[src/rtl/mul_div_unit.sv]
// ============================================================================
// mul_div_unit : iterative 32-bit unsigned MUL/MULHU/DIVU/REMU, 32 iterations,
//                one-cycle register file write request on completion.
// Revision 1.0
// ============================================================================
`default_nettype none

module mul_div_unit (
  input  logic        clk,
  input  logic        rst_n,
  input  logic        start,
  input  logic [1:0]  op,
  input  logic [31:0] a,
  input  logic [31:0] b,
  input  logic [4:0]  rd,
  input  logic        kill,
  output logic        busy,
  output logic        done,
  output logic [4:0]  wr_addr,
  output logic [31:0] wr_data,
  output logic        reg_write
);

  typedef enum logic [1:0] {
    S_IDLE = 2'd0,
    S_RUN  = 2'd1,
    S_DONE = 2'd2
  } state_t;

  state_t      state;
  logic [5:0]  cnt;
  logic [63:0] acc;
  logic [31:0] b_q;
  logic [1:0]  op_q;
  logic [4:0]  rd_q;

  logic [32:0] mul_sum;
  logic [32:0] div_rem;
  logic        div_ge;
  logic [31:0] div_sub;
  logic [63:0] acc_nxt;

  // acc holds {hi, lo} for multiply and {R, Q} for divide; op_q[1] picks divide
  always_comb begin
    mul_sum = {1'b0, acc[63:32]} + (acc[0] ? {1'b0, b_q} : 33'd0);
    div_rem = {acc[63:32], acc[31]};
    div_ge  = (div_rem >= {1'b0, b_q});
    div_sub = div_rem[31:0] - b_q;
    if (op_q[1]) begin
      if (div_ge) acc_nxt = {div_sub, acc[30:0], 1'b1};
      else        acc_nxt = {div_rem[31:0], acc[30:0], 1'b0};
    end else begin
      acc_nxt = {mul_sum, acc[31:1]};
    end
  end

  always_ff @(posedge clk or negedge rst_n) begin
    if (!rst_n) begin
      state     <= S_IDLE;
      cnt       <= 6'd0;
      acc       <= 64'd0;
      b_q       <= 32'd0;
      op_q      <= 2'd0;
      rd_q      <= 5'd0;
      busy      <= 1'b0;
      done      <= 1'b0;
      reg_write <= 1'b0;
      wr_addr   <= 5'd0;
      wr_data   <= 32'd0;
    end else begin
      done      <= 1'b0;
      reg_write <= 1'b0;
      wr_addr   <= 5'd0;
      wr_data   <= 32'd0;
      case (state)
        S_IDLE: begin
          if (start && !kill) begin
            state <= S_RUN;
            busy  <= 1'b1;
            cnt   <= 6'd0;
            acc   <= {32'd0, a};
            b_q   <= b;
            op_q  <= op;
            rd_q  <= rd;
          end
        end
        S_RUN: begin
          if (kill) begin
            state <= S_IDLE;
            busy  <= 1'b0;
          end else begin
            acc <= acc_nxt;
            cnt <= cnt + 6'd1;
            // Last iteration: publish the result straight from acc_nxt
            if (cnt == 6'd31) begin
              state     <= S_DONE;
              done      <= 1'b1;
              reg_write <= (rd_q != 5'd0);
              wr_addr   <= rd_q;
              wr_data   <= op_q[0] ? acc_nxt[63:32] : acc_nxt[31:0];
            end
          end
        end
        S_DONE: begin
          state <= S_IDLE;
          busy  <= 1'b0;
        end
        default: begin
          state <= S_IDLE;
          busy  <= 1'b0;
        end
      endcase
    end
  end

endmodule

`default_nettype wire
[config.mk]
export PLATFORM = sky130hd
export DESIGN_NAME = mul_div_unit
export DESIGN_NICKNAME = d
export VERILOG_FILES = /design/src/rtl/mul_div_unit.sv
export SDC_FILE = /design/constraint.sdc
export NUM_CORES = 1
export LEC_CHECK = 0
export ABC_CLOCK_PERIOD_IN_PS = 3720
export CAP_MARGIN = 40
export CORE_MARGIN = 3
export CORE_UTILIZATION = 45
export DETAILED_ROUTE_END_ITERATION = 6
export PLACE_DENSITY = 0.65
export SYNTH_ARGS = -nofsm -noshare
export SYNTH_HDL_FRONTEND = slang
export SYNTH_SLANG_ARGS = --single-unit
[constraint.sdc]
create_clock -name clk -period 3.72 [get_ports clk]
set_clock_uncertainty 0.15 [all_clocks]
set_input_delay 1.116 -clock clk [delete_from_list [all_inputs] [get_ports clk]]
set_output_delay 1.116 -clock clk [all_outputs]
set_load 0.005 [all_outputs]
# [Word level (Yosys, flattened, before mapping)]
# Index checks and enable logic that the tools add are counted.
[word_totals] register_bits=151 inputBits=75 output_inout_bits=40
[classes] addsub=3 order_cmp=1 eq_ne=6 muxes=29 reduce_logical=9
[op_table] operator="two-way mux 64 bit" n=4
[op_table] operator="two-way mux 32 bit" n=5
[op_table] operator="one-hot mux 64 bit (2 select lines)" n=1
[op_table] operator="adder 32 x 32 -> 33 bit" n=1
[op_table] operator="greater-or-equal comparator 33 x 32 -> 1 bit" n=1
[op_table] operator="subtractor 32 bit" n=1
[op_table] operator="two-way mux 5 bit" n=3
[op_table] operator="two-way mux 6 bit" n=2
[op_table] operator="one-hot mux 6 bit (2 select lines)" n=1
[op_table] operator="two-way mux 1 bit" n=8
[op_table] operator="adder 6 x 1 -> 6 bit, second input constant" n=1
[op_table] operator="== test 6 x 5 -> 1 bit, second input constant" n=1
[op_table] operator="two-way mux 2 bit" n=3
[op_table] operator="!= test 2 bit, second input constant" n=3
[op_table] operator="AND reduction 2 bit" n=3
[op_table] operator="nonzero test 5 bit" n=1
[op_table] operator="one-hot mux 2 bit (2 select lines)" n=1
[op_table] operator="!= test 3 bit, second input constant" n=1
[op_table] operator="AND reduction 3 bit" n=1
[op_table] operator="== test 2 x 1 -> 1 bit, second input constant" n=1
[op_table] operator="logical NOT 2 bit" n=1
[op_table] operator="one-hot mux 1 bit (2 select lines)" n=1
[op_table] operator="nonzero test 2 bit" n=1
[op_table] operator="logical AND 1 bit" n=1
[op_table] operator="logical NOT 1 bit" n=1

# [Longest topological paths before layout]
# Gate-level depths: netlist of the first run.
[logic_depth] depth_word=7 mapped_depth=13 ltp_nobuf=13

# [Worst setup path before layout of the first run]
# OpenSTA, ideal clock, no wires.
[synth_path] path_type="reg-to-reg" from="register acc[31]" to="register acc[62]" setup_ns=0.146 arrival_time_ns=3.093 path_slack_ns=0.331 path_stages_with_launch=14 path_buffers=0 synth_period_minus_slack_ns=3.389 path_cell_list="dfrtp_1 > inv_1 > ha_1 > inv_1 > fa_1 > a21o_1 > a22o_1 > a211oi_1 > a31oi_1 > a221oi_1 > o22ai_1 > mux2i_1 > a2111oi_0 > o211ai_1"
[synth_between] elab_chain_len=5
[synth_lines] element="from (decl)" line_no="32" text="logic [63:0] acc;"
[synth_lines] element="from (signal assigned)" line_no="81" text="acc <= {32'd0, a};"
[synth_lines] element="from (signal assigned)" line_no="92" text="acc <= acc_nxt;"
[synth_lines] element="subtractor 32 bit / greater-or-equal comparator 33 x 32 -> 1 bit (equally long branches)" line_no="48, 47"
[synth_lines] element="two-way mux 64 bit *" line_no="50" text="if (div_ge) acc_nxt = {div_sub, acc[30:0], 1'b1};"
[synth_lines] element="two-way mux 64 bit *" line_no="49" text="if (op_q[1]) begin"
[synth_lines] element="two-way mux 64 bit *" line_no="88" text="if (kill) begin"
[synth_lines] element="one-hot mux 64 bit (2 select lines) *" line_no="75" text="case (state)"
# Mark *: on every way between the ends. The rest lies on a longest branch, timed or not. The select of a mux whose other input is x is not followed.
# A chain may end at the register's enable or synchronous reset.

# [Final worst setup path of the first run]
[layout_path] from="register acc[31]" to="register wr_data[24]"
[layout_between] elab_chain_len=7
[layout_lines] element="subtractor 32 bit / greater-or-equal comparator 33 x 32 -> 1 bit (equally long branches)" line_no="48, 47"
[layout_lines] element="two-way mux 64 bit *" line_no="50"
[layout_lines] element="two-way mux 64 bit *" line_no="49"
[layout_lines] element="two-way mux 32 bit *" line_no="100" text="wr_data <= op_q[0] ? acc_nxt[63:32] : acc_nxt[31:0];"
[layout_lines] element="two-way mux 32 bit *" line_no="95" text="if (cnt == 6'd31) begin"
[layout_lines] element="two-way mux 32 bit *" line_no="88"
[layout_lines] element="two-way mux 32 bit *" line_no="75"
[layout_lines] element="to (signal assigned)" line_no="100"
[layout_lines] element="to (decl)" line_no="20" text="output logic [31:0] wr_data,"
# Mark *: on every way between the ends. The rest lies on a longest branch, timed or not.

==> results of run 1 <==
==> cells in the mapped netlist (34+ instances only) <==
| cell | count | share of area (%) |
|---|---|---|
| nor2_1 | 74 | 2.5 |
| dfrtp_1 | 151 | 35 |
| nand2_1 | 166 | 5.7 |
| clkbuf_1 | 68 | 2.3 |
| mux2i_1 | 35 | 3.2 |
| a21oi_1 | 117 | 5.4 |
| xnor2_1 | 34 | 2.7 |
| inv_1 | 55 | 1.9 |
| and2_1 | 42 | 2.4 |
| nand3_1 | 43 | 2.0 |
| o21ai_0 | 150 | 6.9 |
| ha_1 | 65 | 7.5 |
==> state kept, by name (all words and copies together), names as in the netlist <==
register   count
op_q           2
cnt            6
busy           1
b_q           32
rd_q           5
acc           64
state          2
done           1
reg_write      1
wr_data       32
wr_addr        5
==> cell type report <==
type | instances | area (um^2)
clock buffers | 17 | 425
clock inverters | 15 | 189
fillers | 2217 | 9970
inverters | 55 | 206
multi-input cells | 1043 | 6790
flip-flops and latches | 151 | 3780
well taps | 319 | 399
repair buffers | 208 | 1910
==> worst min-delay path by stage <==
stage / startpoint / to / cells after the start / slack [ps]
2_1_floorplan: state[1]$_DFFE_PN0P_ / busy$_DFFE_PN0P_ / 1 / 280
3_3_place_gp: state[1]$_DFFE_PN0P_ / busy$_DFFE_PN0P_ / 1 / 310
3_5_place_dp: state[1]$_DFFE_PN0P_ / busy$_DFFE_PN0P_ / 1 / 330
4_1_cts: state[1]$_DFFE_PN0P_ / busy$_DFFE_PN0P_ / 1 / 340
5_1_grt: state[1]$_DFFE_PN0P_ / busy$_DFFE_PN0P_ / 1 / 350
6_report: state[1]$_DFFE_PN0P_ / busy$_DFFE_PN0P_ / 1 / 340
==> power groups by stage <==
stage	registers, mW	clock network [mW]	logic, mW
4_1_cts	2.27	1.85	5.13
3_3_place_gp	2.29	0	5.08
2_1_floorplan	2.13	0	3.36
3_5_place_dp	2.29	0	5.10
6_report	2.27	1.83	5.41
5_1_grt	2.30	1.92	5.88
==> kinds of logic after synthesis <==
kind of cell	after synthesis
AOI/OAI and AO/OA	448
xor gates and xnor gates	53
adders and majority gates	67
buffers and inverters	131
DFF	151
muxes	53
and+or+nand+nor	422
==> routing by layer <==
| metal | global-route usage, % | part of all wire [%] |
|---|---|---|
| met2 | 48.7 | 50 |
| met3 | 3.90 | 4.5 |
| met4 | 11.5 | 4.0 |
| met5 | 0 | 0 |
| met1 | 34.3 | 42 |
==> what timing repair did <==
action	in CTS	in global routing
setup endpoints to repair	3	30
buffers inserted	0	6
resized for setup	3	32
gates cloned	0	0
pin swaps	1	12
==> metrics.txt, run 1 <==
fraction of layout cells with a size suffix above 1=12.9%; PD cells=693 mW/mm^2; GRT overflow=0; CTS Sinks=151; root buf cell=clkbuf_16; diodes inserted=0; RR Startpoint=acc[31]$_DFFE_PN0P_; GRT Total Usage=27.7%; Core Rows=56; Post-Synth XOR/XNOR Area=4.26%; DR WL/cell=20.2 um; Critical path origin=acc[31]$_DFFE_PN0P_; Final WS setup=117 ps; Crit path max-delay family=compound AO/OA/AOI/OAI gates; count of cell types in the netlist=69; Avg Inst Size Synth=8.23 um^2; Starting Density=46.1%; DRC Markers=0; Max Cap Violations=0; drt first pass iters=5; most frequent CP cell=a221oi_2; initial antenna violation count=0; final instance area=0.0137 mm^2; Top FF cell, synth=dfrtp_1; largest family of logic cells by synthesized area=compound AO/OA/AOI/OAI gates; width of the die=162 um; Die ar.=0.0261 mm^2; mux contribution to synthesized area=5.07%; mapped cell area=0.0109 mm^2; Worst Hold Class=reg -> reg; fin nets=1618; Worst R2R End=wr_data[24]$_DFF_PN0_; WP data required=3890 ps; synth warn=0; P_sw=4.48 mW; core area=0.0237 mm^2; first-pass GRT wire length=57.2 mm; vias in the first global route=10500; HPWL Detailed=27.1 mm; Static Leak=6.12 nW; Post-synth EDFFs=0; Final Hold Vio Count=0; VDD IR max=0.000383 V; Detailed Route Iter0 Violations=734; setup TNS=0 ps; switching portion of total power=47.1%; CP Max Fanout=3; Fmax achieved=278 MHz; WP data arrival=3780 ps; Gate power share=56.9%; H-tree depth=4; CTS tree=yes; leading cell types in the layout, fill and taps excluded=166 x nand2_1, 149 x dfrtp_1, 148 x o21ai_0; post-synthesis adder-cell area fraction=7.82%; worst slew pin tran=758 ps; sequential element share of the synthesized area=34.6%; worst path bufs/invs=3; status=complete, no violations; syn nets=1467; clk_lat worst skew=440 ps; setup repair after global routing missed its margin=true; Final Critical Period=3600 ps; CP Class=reg -> reg; setup violators final=0; worst hold slack=337 ps; Clk pwr share=19.2%; Crit. path cell count=14; Via density=5.84; most common cell after layout, fill and taps aside=nand2_1; ANT nets after route=0; final max-slew violation count=0; Startpoint Class=flop; Total Wirelength=36.5 mm; Design Power=9.51 mW; Layout Utilization=57.9%; end of the critical path=wr_data[24]$_DFF_PN0_; Final Wtd Congestion=0.939; reg2reg setup slack=120 ps; Synth Area in Compound Gates=25.6%; period utilisation layout=96.9%; Area Growth Syn to Fin=25.7%; Placed Cells=1770; Simple-Gate Fraction of Synth Area=18.1%; FF-to-FF path depth=14; Area after DPL=0.0129 mm^2; cts bufs inserted=17; clock transition at the registers of the reported paths=80 ps; Slew Limit Headroom=49.4%; Synth Instances=1325; vias after detailed routing=10600; #FFs+latches synth=151; input/output buffers=114; CP max-delay cell=dfrtp_1; largest net degree at the start of global routing=88; internal power=5.02 mW; Hold-fix buffers, CTS=0; share of synthesized registers carrying an async set or reset=100%; element type at the critical path end=flop; CP cell instances=inv_2, ha_4, inv_1, fa_2, a21o_1, buf_4, a221oi_2, o21ba_2, o31a_1, o21ai_0, a221oi_2, xnor2_1, nor3_1, a2111oi_2; Max stage delay on crit path=420 ps; Clock Path Buffers=2; Top-Level Pins=115; dpl ws=-17.9 ps; Layout Cells excl Fill=1808; Reg power frac=23.9%; Die Ht=162 um
Note: power is estimated with default switching activity, not from simulation.
==> inputs of run 2 (changes only) <==
GPL_ROUTABILITY_DRIVEN = 1   (was unset)
REMOVE_ABC_BUFFERS = 1   (was unset)
==> run 2 against run 1 <==
  * Power is 2.2% lower
  * Count of clock-buffer cells in the layout is the same
  * Critical path type unchanged
  * Combinational power decreased by 3%
  * Non-clock buffer count shrank 19
  * Sequential cell count did not move
  * Sequential power hardly changed
  * Wire length fell by 7.4%
  * Core utilization is 0.91 points lower
  * Maximum frequency is essentially flat
  * Global-route usage shrank 1.7 points
==> metrics.txt, run 2 (synthesis results as in run 1) <==
status=complete, no violations; worst slew pin tran=777 ps (+18.5 ps); clk_lat worst skew=440 ps (about the same); fin nets=1599 (-1.2%); Worst Hold Class=reg -> reg; Max Cap Violations=0 (unchanged); DRC Markers=0 (unchanged); Die ar.=0.0261 mm^2 (unchanged); Core Rows=56 (unchanged); Fmax achieved=277 MHz (about the same); Final Critical Period=3610 ps (+3.50 ps); reg2reg setup slack=110 ps (about the same); biggest regs=acc (64), b_q (32), wr_data (32); Area Growth Syn to Fin=23.7%; first-pass GRT wire length=54.2 mm (-5.1%); VDD IR max=0.000313 V (-18%); Top-Level Pins=115 (unchanged); Static Leak=6.01 nW (-1.8%); vias in the first global route=9847 (-6.2%); GRT Total Usage=26.0% (-1.7 points); CP max-delay cell=a2111oi_2; element type at the critical path end=flop; filler instances=2257 (+1.8%); most common cell after layout, fill and taps aside=nand2_1; root buf cell=clkbuf_16; CP cell instances=inv_1, ha_2, inv_1, fa_2, a21o_1, a22o_1, a211oi_2, buf_4, a31oi_2, a221oi_2, buf_4, nor2_1, a2111oi_2, o311ai_2, a32o_1; Largest Register=acc; CP Max Fanout=3 (unchanged); setup violators final=0 (unchanged); CTS Sinks=151 (unchanged); worst hold path depth=1 (unchanged); Slew Limit Headroom=48.1% (-1.3 points); input/output buffers=114 (unchanged); WP data arrival=3780 ps (about the same); vias after detailed routing=10400 (-1.6%); RR Startpoint=acc[31]$_DFFE_PN0P_; Hold-fix buffers, CTS=0 (unchanged); drt first pass iters=5 (unchanged); clock transition at the registers of the reported paths=70 ps (about the same); PD cells=689 mW/mm^2 (-0.65%); cts bufs inserted=17 (unchanged); Die Ht=162 um (unchanged); Startpoint Class=flop; WP data required=3890 ps (about the same); Final WS setup=113 ps (-3.50 ps); leading cell types in the layout, fill and taps excluded=166 x nand2_1, 149 x o21ai_0, 149 x dfrtp_1; Final Wtd Congestion=0.968 (+3.2%); Total Wirelength=33.8 mm (-7.4%); initial antenna violation count=0 (unchanged); Clock Path Buffers=2 (unchanged); width of the die=162 um (unchanged); FF-to-FF path depth=15 (+1); Worst R2R End=acc[60]$_DFFE_PN0P_; Area after DPL=0.0128 mm^2 (-0.97%); Max stage delay on crit path=440 ps (+20 ps); Via density=5.81 (-0.59%); max reg flops=64 (unchanged); fraction of layout cells with a size suffix above 1=11.4% (-1.5 points); final max-slew violation count=0 (unchanged); Starting Density=46.1% (unchanged); DR WL/cell=18.9 um (-6.4%); CP Class=reg -> reg; ANT nets after route=0 (unchanged); diodes inserted=0 (unchanged); worst hold slack=320 ps (-16.9 ps); final instance area=0.0135 mm^2 (-1.6%); largest net degree at the start of global routing=79 (-10%); period utilisation layout=96.9% (about the same); core area=0.0237 mm^2 (unchanged); Detailed Route Iter0 Violations=1096 (+49%); HP Start=state[1]$_DFFE_PN0P_; GRT overflow=0 (unchanged); dpl ws=-75.8 ps (-58.0 ps); H-tree depth=4 (unchanged); CTS tree=yes; Final Hold Vio Count=0 (unchanged); hold path endpoint=busy$_DFFE_PN0P_; HPWL Detailed=25.7 mm (-5.2%)
==> run 2: cell count changes in the layout (fill, tap and decap cells not counted), moves of 2 or more <==
| cell | before | now |
|---|---|---|
| a31oi_4 | 2 | 0 |
| a2111oi_1 | 1 | 3 |
| a221oi_2 | 3 | 1 |
| inv_12 | 2 | 0 |
| inv_8 | 5 | 7 |
| a221oi_1 | 4 | 6 |
| buf_4 | 88 | 71 |
==> run 2: per-stage QoR <==
stage	TNS (ps)	power [mW]	utilization, %	instances
finish	0	9.30	57.0	1789
global placement	0	7.28	54.0	1755
detailed placement	-256	7.32	54.0	1755
CTS	0	9.12	56.5	1787
global route	-11.6	9.88	57.0	1789
floorplan	-80660	5.41	-	1249
==> run 2: repair_timing <==
item / in CTS / in global routing
setup buffers: 0 / 2
resized for setup: 4 / 22
setup endpoints to repair: 4 / 20
pin swaps: 0 / 3
==> run 2: report_power, final <==
group / switching (mW) / total (mW) / internal [mW]
logic: 3.13 / 5.26 / 2.13
clock network: 0.849 / 1.76 / 0.909
registers: 0.365 / 2.28 / 1.92
total: 4.34 / 9.30 / 4.95
==> run 2: area by class of cell <==
type	count	area (um^2)	area share (%)
Multi-Input combinational cell	1043	6750	50.1
Sequential cell	151	3780	28.0
Timing Repair Buffer	189	1760	13.0
Clock buffer	17	425	3.15
Tap cell	319	399	2.96
Inverter	55	206	1.53
Clock inverter	15	170	1.26
==> run 2: worst max path at each step <==
stage / endpoint / startpoint
3_5_place_dp: acc[60]$_DFFE_PN0P_ / acc[31]$_DFFE_PN0P_
3_3_place_gp: acc[62]$_DFFE_PN0P_ / acc[31]$_DFFE_PN0P_
4_1_cts: acc[62]$_DFFE_PN0P_ / acc[31]$_DFFE_PN0P_
2_1_floorplan: cnt[5]$_DFFE_PN0P_ / state[1]$_DFFE_PN0P_
6_report: acc[60]$_DFFE_PN0P_ / acc[31]$_DFFE_PN0P_
5_1_grt: wr_data[28]$_DFF_PN0_ / acc[31]$_DFFE_PN0P_
==> run 2: routing by layer <==
layer | global-route usage [%] | vias to the layer above | share of wire (%)
met5 | 0 | - | 0
met4 | 6.71 | 0 | 1.8
met3 | 4.08 | 36 | 7.2
met2 | 36.8 | 422 | 41
met1 | 41.3 | 4891 | 50
li1 | - | 5042 | -
==> run 2: worst max-delay path, delay by kind of cell, from the launching register on <==
family | cells | cell delay (ps)
AOI/OAI and AO/OA | 8 | 1880
buffers and inverters | 4 | 460
DFF | 1 | 390
adders and majority gates | 2 | 550
and+or+nand+nor | 1 | 50
==> inputs of run 3 (changes only) <==
RECOVER_POWER = 100   (was unset)
==> run 3 against run 2 <==
  * Power shrank 0.80%
  * Sequential cell count is the same
  * Clock power is essentially flat
  * Non-clock buffer count is the same
  * Die area is the same
  * First-iteration DRC count grew 1.3%
  * Critical path depth is the same
  * Global-route usage is the same
  * Sequential share of layout area grew 0.22 points
  * Sequential power is essentially flat
  * Maximum frequency shrank 0.24%
  * Worst setup slack lost 8.7 ps
  * Critical path type unchanged
  * Highest routed layer unchanged
==> metrics.txt, run 3 (synthesis results as in run 1) <==
root buf cell=clkbuf_16; Worst Hold Class=reg -> reg; HPWL Detailed=25.7 mm (unchanged); setup TNS=0 ps (unchanged); met3 usage=4.08% (unchanged); WP data arrival=3780 ps (about the same); Top-Level Pins=115 (unchanged); Area Growth Syn to Fin=22.7%; most common cell after layout, fill and taps aside=nand2_1; width of the die=162 um (unchanged); drt first pass iters=5 (unchanged); Area after DPL=0.0128 mm^2 (unchanged); Die Ht=162 um (unchanged); Layout Utilization=56.5% (-0.44 points); CP Class=reg -> reg; setup violators final=0 (unchanged); input/output buffers=114 (unchanged); Die ar.=0.0261 mm^2 (unchanged); DRC Markers=0 (unchanged); clock transition at the registers of the reported paths=70 ps (about the same); dpl ws=-75.8 ps (unchanged); ANT nets after route=0 (unchanged); largest net degree at the start of global routing=79 (unchanged); Total Wirelength=33.8 mm (about the same); core area=0.0237 mm^2 (unchanged); element type at the critical path end=flop; CP Max Fanout=3 (unchanged); final max-slew violation count=0 (unchanged); clk_lat worst skew=440 ps (about the same); final instance area=0.0134 mm^2 (-0.77%); GR peak layer=met1; H-tree depth=4 (unchanged); cts bufs inserted=17 (unchanged); vias after detailed routing=10400 (+0.27%); Detailed Route Iter0 Violations=1110 (+1.3%); fin nets=1599 (unchanged); diodes inserted=0 (unchanged); Fmax achieved=277 MHz (-0.24%); PD cells=689 mW/mm^2 (about the same); Core Rows=56 (unchanged); Final Wtd Congestion=0.968 (unchanged); GRT Total Usage=26.0% (unchanged); Static Leak=6.09 nW (+1.3%); Design Power=9.22 mW (-0.80%); Layout Cells excl Fill=1789 (unchanged); VDD IR max=0.000346 V (+10%); filler instances=2278 (+0.93%); worst slew pin tran=1420 ps (+646 ps); initial antenna violation count=0 (unchanged); period utilisation layout=97.2% (+0.23 points); WP data required=3890 ps (about the same); biggest regs=acc (64), b_q (32), wr_data (32); CTS tree=yes; Max Cap Violations=0 (unchanged); met2 Usage GRT=36.8% (unchanged); Placed Cells=1755 (unchanged); DR WL/cell=18.9 um (about the same); leading cell types in the layout, fill and taps excluded=166 x nand2_1, 149 x o21ai_0, 149 x dfrtp_1; Clock Path Buffers=2 (unchanged); CTS Sinks=151 (unchanged); status=complete, no violations; Slew Limit Headroom=5.17% (-43 points); Final Hold Vio Count=0 (unchanged); max reg flops=64 (unchanged); Largest Register=acc; Via density=5.82 (+0.27%); first-pass GRT wire length=54.2 mm (unchanged); GRT overflow=0 (unchanged); worst hold slack=320 ps (-0.511 ps); met1 global-route usage=41.3% (unchanged); vias in the first global route=9847 (unchanged); fraction of layout cells with a size suffix above 1=10.3% (-1.1 points); Starting Density=46.1% (unchanged); Final Critical Period=3620 ps (+8.70 ps); Startpoint Class=flop; Final WS setup=105 ps (-8.70 ps)
## run 3: cell count changes in the layout (fill, tap and decap cells not counted), sizes merged
| cell | delta |
|---|---|
| buf | -18 |
| clkbuf | +18 |
| clkdlybuf4s50 | -41 |
| dlygate4sd3 | +41 |
## run 3: worst paths after layout
path | from | end | slack (ps) | cells past startpoint
hold / removal | state[1]$_DFFE_PN0P_ | busy$_DFFE_PN0P_ | 320 | 1
min in group asynchronous | rst_n | acc[28]$_DFFE_PN0P_ | 850 | 1
max in group asynchronous | rst_n | acc[0]$_DFFE_PN0P_ | 620 | 2
setup reg to reg | acc[31]$_DFFE_PN0P_ | wr_data[28]$_DFF_PN0_ | 100 | 15
setup / recovery | acc[31]$_DFFE_PN0P_ | wr_data[28]$_DFF_PN0_ | 100 | 15
hold reg to reg | state[1]$_DFFE_PN0P_ | busy$_DFFE_PN0P_ | 320 | 1
## run 3: worst max-delay path: stages, from the launching register on
cell and delay, ps:
dfrtp_1 390, inv_1 90, ha_2 200, inv_1 50
fa_2 350, a21o_1 190, a22o_1 220, a211oi_2 190
buf_4 150, a31oi_2 120, a221oi_2 280, buf_4 170
nor2_1 50, a2111oi_2 450, o311ai_2 160, a41o_1 290
## run 3: what timing repair did
| item | in CTS | in global routing |
|---|---|---|
| hold buffers | 0 | 0 |
| endpoints found under the setup margin | 4 | 20 |
| resized for setup | 4 | 22 |
| pin swaps | 0 | 3 |
| setup buffers | 0 | 2 |
## run 3: area by class of cell
class                      count  area [um^2]  area share (%)
inverter                      55          206            1.54
clock inverter                15          170            1.27
tap                          319          399            2.98
clock buffer                  17          425            3.18
multi-input combinational   1043         6740            50.3
timing repair buffer         189         1670            12.5
sequential                   151         3780            28.2
## run 3: metal layers
layer / wire length [um] / vias up / part of all wire [%]
met3: 2430 / 38 / 7.2
met5: 0 / - / 0
met4: 648 / 0 / 1.9
met1: 16700 / 4904 / 49
li1: - / 5043 / -
met2: 14000 / 434 / 41
## run 3: power breakdown
group | total (mW) | switching [mW] | leakage [nW] | internal, mW
logic | 5.18 | 3.12 | 3.84 | 2.06
clock network | 1.76 | 0.848 | 0.290 | 0.909
registers | 2.28 | 0.365 | 1.96 | 1.92
